File: config.mk
export PLATFORM = sky130hd
export DESIGN_NAME = issue_arbiter
export DESIGN_NICKNAME = d
export VERILOG_FILES = /design/src/rtl/issue_arbiter.sv
export SDC_FILE = /design/constraint.sdc
export NUM_CORES = 1
export LEC_CHECK = 0
export CAP_MARGIN = 20
export CORE_MARGIN = 3
export CORE_UTILIZATION = 39
export CTS_BUF_LIST = sky130_fd_sc_hd__clkbuf_2 sky130_fd_sc_hd__clkbuf_4 sky130_fd_sc_hd__clkbuf_8
export DETAILED_ROUTE_END_ITERATION = 8
export PLACE_DENSITY = 0.94
export SETUP_SLACK_MARGIN = 0.05
export SYNTH_ARGS = -nofsm -noshare
export SYNTH_HDL_FRONTEND = slang
export SYNTH_SLANG_ARGS = --single-unit
File: constraint.sdc
create_clock -name clk_i -period 2.7 [get_ports clk_i]
set_input_delay 0.405 -clock clk_i [delete_from_list [all_inputs] [get_ports clk_i]]
set_output_delay 0.405 -clock clk_i [all_outputs]
set_load 0.02 [all_outputs]
File: src/rtl/issue_arbiter.sv
// Result-bus arbiter: fixed-latency multiplier with reserved CDB slots plus
// round-robin single-cycle channels, all funnelled onto one registered CDB.
module issue_arbiter #(
  parameter int NUM_CH   = 4,
  parameter int DATA_W   = 32,
  parameter int TAG_W    = 5,
  parameter int MULT_LAT = 4
) (
  input  logic                       clk_i,
  input  logic                       rst_ni,
  input  logic [NUM_CH-1:0]          ready_i,
  input  logic [NUM_CH*TAG_W-1:0]    ch_tag_i,
  input  logic [NUM_CH*DATA_W-1:0]   ch_data_i,
  input  logic [NUM_CH-1:0]          ch_branch_i,
  input  logic [NUM_CH-1:0]          ch_branch_taken_i,
  output logic [NUM_CH-1:0]          issue_o,
  input  logic                       ready_mult_i,
  input  logic [TAG_W-1:0]           mult_tag_i,
  input  logic [DATA_W-1:0]          mult_result_i,
  output logic                       issue_mult_o,
  input  logic                       rb_flush_valid_i,
  output logic [TAG_W-1:0]           cdb_tag_o,
  output logic [DATA_W-1:0]          cdb_data_o,
  output logic                       cdb_valid_o,
  output logic                       cdb_branch_o,
  output logic                       cdb_branch_taken_o
);

  localparam int PTR_W = $clog2(NUM_CH);

  logic [PTR_W-1:0] ptr_q;
  logic             prev_mult_q;
  logic             res_q      [MULT_LAT];
  logic [TAG_W-1:0] tag_pipe_q [MULT_LAT];

  logic              reserved_c;
  logic              issue_mult_c;
  logic              grant_any_c;
  logic [PTR_W-1:0]  grant_idx_c;
  logic [PTR_W-1:0]  scan_idx_c;
  logic [NUM_CH-1:0] issue_c;
  logic [PTR_W-1:0]  ptr_d;
  logic [TAG_W-1:0]  sel_tag_c;
  logic [DATA_W-1:0] sel_data_c;
  logic              sel_br_c;
  logic              sel_bt_c;
  int                scan_k;

  // A set bit at the pipe exit means the CDB belongs to the multiplier this cycle.
  assign reserved_c = res_q[MULT_LAT-1];

  always_comb begin
    issue_mult_c = rst_ni & ready_mult_i & ~reserved_c & ~rb_flush_valid_i & ~prev_mult_q;
    grant_any_c  = 1'b0;
    grant_idx_c  = '0;
    scan_idx_c   = '0;
    scan_k       = 0;
    issue_c      = '0;
    if (rst_ni && !reserved_c && !issue_mult_c && !rb_flush_valid_i) begin
      for (int i = 0; i < NUM_CH; i++) begin
        scan_k = int'(ptr_q) + i;
        if (scan_k >= NUM_CH) scan_k = scan_k - NUM_CH;
        scan_idx_c = PTR_W'(scan_k);
        if (!grant_any_c && ready_i[scan_idx_c]) begin
          grant_any_c = 1'b1;
          grant_idx_c = scan_idx_c;
        end
      end
    end
    if (grant_any_c) issue_c[grant_idx_c] = 1'b1;
  end

  always_comb begin
    ptr_d      = (grant_idx_c == PTR_W'(NUM_CH-1)) ? '0 : grant_idx_c + 1'b1;
    sel_tag_c  = ch_tag_i[grant_idx_c*TAG_W +: TAG_W];
    sel_data_c = ch_data_i[grant_idx_c*DATA_W +: DATA_W];
    sel_br_c   = ch_branch_i[grant_idx_c];
    sel_bt_c   = ch_branch_taken_i[grant_idx_c];
  end

  assign issue_o      = issue_c;
  assign issue_mult_o = issue_mult_c;

  always_ff @(posedge clk_i or negedge rst_ni) begin
    if (!rst_ni) begin
      ptr_q              <= '0;
      prev_mult_q        <= 1'b0;
      cdb_tag_o          <= '0;
      cdb_data_o         <= '0;
      cdb_valid_o        <= 1'b0;
      cdb_branch_o       <= 1'b0;
      cdb_branch_taken_o <= 1'b0;
      for (int i = 0; i < MULT_LAT; i++) begin
        res_q[i]      <= 1'b0;
        tag_pipe_q[i] <= '0;
      end
    end else begin
      prev_mult_q <= issue_mult_c;
      if (rb_flush_valid_i) begin
        cdb_valid_o <= 1'b0;
        for (int i = 0; i < MULT_LAT; i++) begin
          res_q[i]      <= 1'b0;
          tag_pipe_q[i] <= '0;
        end
      end else begin
        res_q[0]      <= issue_mult_c;
        tag_pipe_q[0] <= mult_tag_i;
        for (int i = 1; i < MULT_LAT; i++) begin
          res_q[i]      <= res_q[i-1];
          tag_pipe_q[i] <= tag_pipe_q[i-1];
        end
        if (reserved_c) begin
          cdb_valid_o        <= 1'b1;
          cdb_tag_o          <= tag_pipe_q[MULT_LAT-1];
          cdb_data_o         <= mult_result_i;
          cdb_branch_o       <= 1'b0;
          cdb_branch_taken_o <= 1'b0;
        end else if (grant_any_c) begin
          cdb_valid_o        <= 1'b1;
          cdb_tag_o          <= sel_tag_c;
          cdb_data_o         <= sel_data_c;
          cdb_branch_o       <= sel_br_c;
          cdb_branch_taken_o <= sel_bt_c;
          ptr_q              <= ptr_d;
        end else begin
          cdb_valid_o <= 1'b0;
        end
      end
    end
  end

endmodule

# Word level (Yosys, flattened, before mapping)
# Index checks and enable logic that the tools add are counted.
# Widths: inputs -> output; s select.
# classes
eq_ne	1
bitwise	7
n_addsub	8
multipliers	1
shift	2
magnitude_cmp	10
mux	50
div_mod_pow	0
n_reduce_logical	16
# ops
op	count
$shiftx 128x8->32	1
$mux 32	2
$mux 2	14
$mux 1	22
$mux 20	1
$shiftx 20x6->5	1
$lt 2x3->1 const B	5
$bmux 1 s2	6
$mux 5	2
$ge 3x3->1 const B	3
$mux 4	2
$sub 2x1->2 const B	4
$logic_and 1x1->1	7
$add 2x2->3 const B	2
$logic_not 1->1	6
$mul 2x3->5 const B	1
$and 1x1->1	4
$add 2x1->3 const B	1
$ge 2x3->1 const B	1
$not 1->1	3
$reduce_and 3->1	1
$add 2x1->2 const B	1
$demux 1 s2	1
$eq 2x2->1 const B	1
other kinds (3)	3
# totals
rom_bits	0
reg_bits	67
latchBits	0
output_inout_bits	45
inputBits	201
ramBits	0
mem_count	0

# Logic depth before layout (Yosys ltp)
# logic_depth
ltp_word	29
ltp_mapped	10
mapped_depth_nobuf	7

# Worst setup path after synthesis
# OpenSTA, ideal clock, no wires.
# synth_path
path_type	register -> output
from	register ptr_q[1]
to	output issue_o[0]
t_required_ps	2295
n_path_buf	3
slack_ps	123
t_arrival_ps	2172
path_stages_with_launch	10
path_cell_list	dfrtp_1 buf_2 or4bb_1 o211a_2 a221oi_4 buf_6 buf_6 inv_1 ha_1 and2_1
# synth_via
elab_chain_cells	24
word_cells_on_any_way	52
classes_between	add/sub (7); order compare (6); mux (32); reduce/logical (7)
# synth_rtl
item	line_no	source
start: declaration	31	logic [PTR_W-1:0] ptr_q;
start signal: assignment	124	ptr_q <= ptr_d;
$ge 2x3->1 or $sub 2x1->2 (tied branches)	62	if (scan_k >= NUM_CH) scan_k = scan_k - NUM_CH;
$mux 2	62	
$mux 2	59	if (rst_ni && !reserved_c && !issue_mult_c && !rb_flush_valid_i) begin
$bmux 1 s2	64	if (!grant_any_c && ready_i[scan_idx_c]) begin
$mux 1 (implied by the code)	64	
$mux 1	64	
$mux 1	59	
$logic_not 1->1	64	
[8 not listed]	-	
$logic_and 1x1->1	64	
$mux 2	64	
$mux 2	59	
$lt 2x3->1 (implied by the code) or $ge 2x1->1 (tied branches)	70	if (grant_any_c) issue_c[grant_idx_c] = 1'b1;
$logic_and 1x1->1 (implied by the code)	70	
$mux 1 (implied by the code)	70	
$demux 1 s2	70	
$mux 4 (*)	70	
end: declaration	16	output logic [NUM_CH-1:0] issue_o,
# Mark *: on every way between the ends. The rest lies on a longest branch, timed or not. The select of a mux whose other input is x is not followed.

# Final worst setup path
# layout_path
from	register ptr_q[0]
to	output issue_o[1]
# Same word-level chain as after synthesis.

==> results.sh <==
export IMPL_outcome="complete, but fails checks"
export IMPL_violations="setup timing"
export IMPL_synth_area_mm2=0.004193
export IMPL_min_period_ns=2.797
export IMPL_drv_cap=0
export IMPL_grt_usage_pct=25.38
export IMPL_clk_pin_slew_ns=0.08
export IMPL_drc=0
export IMPL_min_path_type="input pin to asynchronous set/reset pin"
export IMPL_first_pass_iters=5
export IMPL_wl_per_cell_um=20.11
export IMPL_layout_commonest_cell="clkdlybuf4s50_1"
export IMPL_cts_tree="done"
export IMPL_fill_cells=781
export IMPL_layout_common_cells="clkdlybuf4s50_1 (237), dfrtp_1 (66), nand2_1 (41)"
export IMPL_p_sw_mw=1.087
export IMPL_p_int_mw=2.358
export IMPL_htree_levels=3
export IMPL_cts_sinks=67
export IMPL_p_leak_nw=2.971
export IMPL_die_h_um=109.7
export IMPL_clkPwrFrac_pct=24.4
export IMPL_worstPathArrival_ns=2.39
export IMPL_crit_path_max_incr_delay_ns=0.55
export IMPL_synth_cell_type_count=35
export IMPL_start_kind="flip-flop"
export IMPL_pre_cts_slack_ns=-0.7086
export IMPL_avgSynthCellArea_um2=10.33
export IMPL_vias=4522
export IMPL_drt_iter0_markers=403
export IMPL_grt_setup_unrepaired="true"
export IMPL_yosysTopAreaCell="dfrtp_1"
export IMPL_seq_area_frac_synth_pct=39.99
export IMPL_slowest_stage="or4bb_4"
export IMPL_setup_viol=4
export IMPL_post_route_util_pct=68.30
export IMPL_die_area_mm2=0.01203
export IMPL_swShare_pct=31.55
export IMPL_synth_edf_count=0
export IMPL_clk_latency_ns=0.33
export IMPL_viasPerCell=5.753
export IMPL_combPwrFrac_pct=39.4
export IMPL_syn_to_final_growth_pct=68.93
export IMPL_drive_gt1_share_pct=11.69
export IMPL_peakVddDrop_mv=0.2830
export IMPL_std_cell_rows=37
export IMPL_dpl_cell_area_mm2=0.006844
export IMPL_async_reset_ff_share_pct=100.0
export IMPL_cp_num_buf_inv=2
export IMPL_ys_ff_latch=67
export IMPL_power_frac_seq_pct=36.2
export IMPL_grt_max_degree=76
export IMPL_hold_buffers=0
export IMPL_cp_required_ns=2.30
export IMPL_cts_root_buffer="clkbuf_8"
export IMPL_path_class="flip-flop to primary output"
export IMPL_numCtsBuffers=9
export IMPL_endpoint_kind="primary output"
export IMPL_worstMarginPinSlew_ns=1.062
export IMPL_syn_inst=406
export IMPL_yosysWarnings=0
export IMPL_synth_nets=611
export IMPL_hold_violations=0
export IMPL_cts_buffer_depth=2
export IMPL_diodes=0
export IMPL_boundaryPins=246
export IMPL_grt_ovfl_total=0
export IMPL_grt_pass1_vias=4761
export IMPL_setup_slack_ns=-0.09665
export IMPL_start_util_pct=40.43
export IMPL_antenna_left=0
export IMPL_antenna_found_initial=0
export IMPL_p_total_mw=3.446
export IMPL_max_slew_margin_pct=28.99
export IMPL_fp_dieW_um=109.7
export IMPL_gp_congestion=0.8297
export IMPL_synthTopCellsByArea="dfrtp_1 (40%), a221o_1 (9.1%), mux2i_1 (9.1%)"
export IMPL_routed_wl_um=15800
export IMPL_synth_top_area_share_pct=39.99
export IMPL_crit_family="simple AND/OR/NAND/NOR gates"
export IMPL_p_per_area_mw_per_mm2=486.5
export IMPL_design_area_mm2=0.007083
export IMPL_drv_slew=0
export IMPL_synth_flop_cell="dfrtp_1"
export IMPL_path_cells="or4bb_4 -> o211a_4 -> a221oi_4 -> inv_2 -> ha_2 -> and2_1 -> buf_6"
export IMPL_grt_first_pass_wirelength_um=23790
export IMPL_nNetsFinal=850
export IMPL_coreArea_mm2=0.01037
export IMPL_io_buffers=245
export IMPL_worstPathMaxFanout=5
export IMPL_finalCritPeriodShare_pct=103.6
export IMPL_dp_hpwl_um=11310
export IMPL_fmax_mhz=357.6
export IMPL_skew_ns=0.006175
## final cells by class
type | count | area (um2) | share of cell area, %
Inverter | 4 | 15.01 | 0.2120
Tap cell | 136 | 170.2 | 2.402
Clock buffer | 9 | 123.9 | 1.749
Clock inverter | 7 | 75.07 | 1.060
Sequential cell | 67 | 1678 | 23.69
Multi-Input combinational cell | 287 | 2328 | 32.87
Timing Repair Buffer | 276 | 2693 | 38.01
## final timing paths
path,depth (start not counted),endpoint,slack [ns],from
worst max-delay path,7,issue_o[1],-0.1,ptr_q[0]
worst min-delay path,2,tag_pipe_q[12],0.28,rst_ni
max in group asynchronous,2,reserved_c,1.84,rst_ni
min in group clk_i,1,tag_pipe_q[12],0.46,tag_pipe_q[17]
worst min register to register,1,tag_pipe_q[12],0.46,tag_pipe_q[17]
worst max register to register,6,cdb_branch_taken_o,0.03,ptr_q[0]
## routing by layer
layer | vias to the layer above | wire [um] | GRT usage [%]
met5 | - | 0 | 0
met4 | 0 | 556 | 12.47
met2 | 241 | 8105 | 45.34
met1 | 2172 | 5582 | 27.66
li1 | 2064 | - | -
met3 | 45 | 1559 | 6.753
## logic make-up after synthesis
kind of cell               after synthesis  share of synthesized area [%]
AOI/OAI and AO/OA                      123                          27.16
muxes                                   40                          10.15
buffers and inverters                   52                          5.759
and+or+nand+nor                        120                          15.76
DFF                                     67                          39.99
adders and majority gates                4                          1.194
## synth_stat cells (3+ instances only)
cell type and instances:
buf_2 12, ha_1 4, a2111oi_0 37, a221o_1 38, inv_1 4, nand2_1 41
dfrtp_1 67, clkbuf_1 30, and2_1 4, o2bb2ai_1 37, nor2b_1 24, nor2_1 6
mux2i_1 38, buf_6 3, and3_1 37
## timing repair
| item | in CTS | in global routing |
|---|---|---|
| endpoints found under the setup margin | 7 | 7 |
| pin swaps | 6 | 5 |
| hold endpoints to repair | 0 | 0 |
| gates resized for setup | 36 | 0 |
| setup buffers | 1 | 0 |
## registers in the layout, summed over array words and instances, names as in the netlist, 2 cells and up
signal and flops:
res_q 3, cdb_data_o 32, tag_pipe_q 20, cdb_tag_o 5, ptr_q 2
## power groups by stage
stage	clock network (mW)	registers [mW]	logic, mW
2_1_floorplan	0	1.42	0.423
3_3_place_gp	0	1.25	1.32
3_5_place_dp	0	1.26	1.35
4_1_cts	0.861	1.25	1.36
5_1_grt	0.902	1.26	1.43
6_report	0.839	1.25	1.36
## per-stage QoR
stage,std cells,hold slack (ns),setup TNS (ns)
finish,786,0.2817,-0.2773
global route,786,0.3346,-0.6668
CTS,786,0.2972,-0.2717
detailed placement,769,0.4475,-11.02
global placement,769,0.4407,-6.193
floorplan,406,0.1094,0
(Power assumes the default switching activity.)
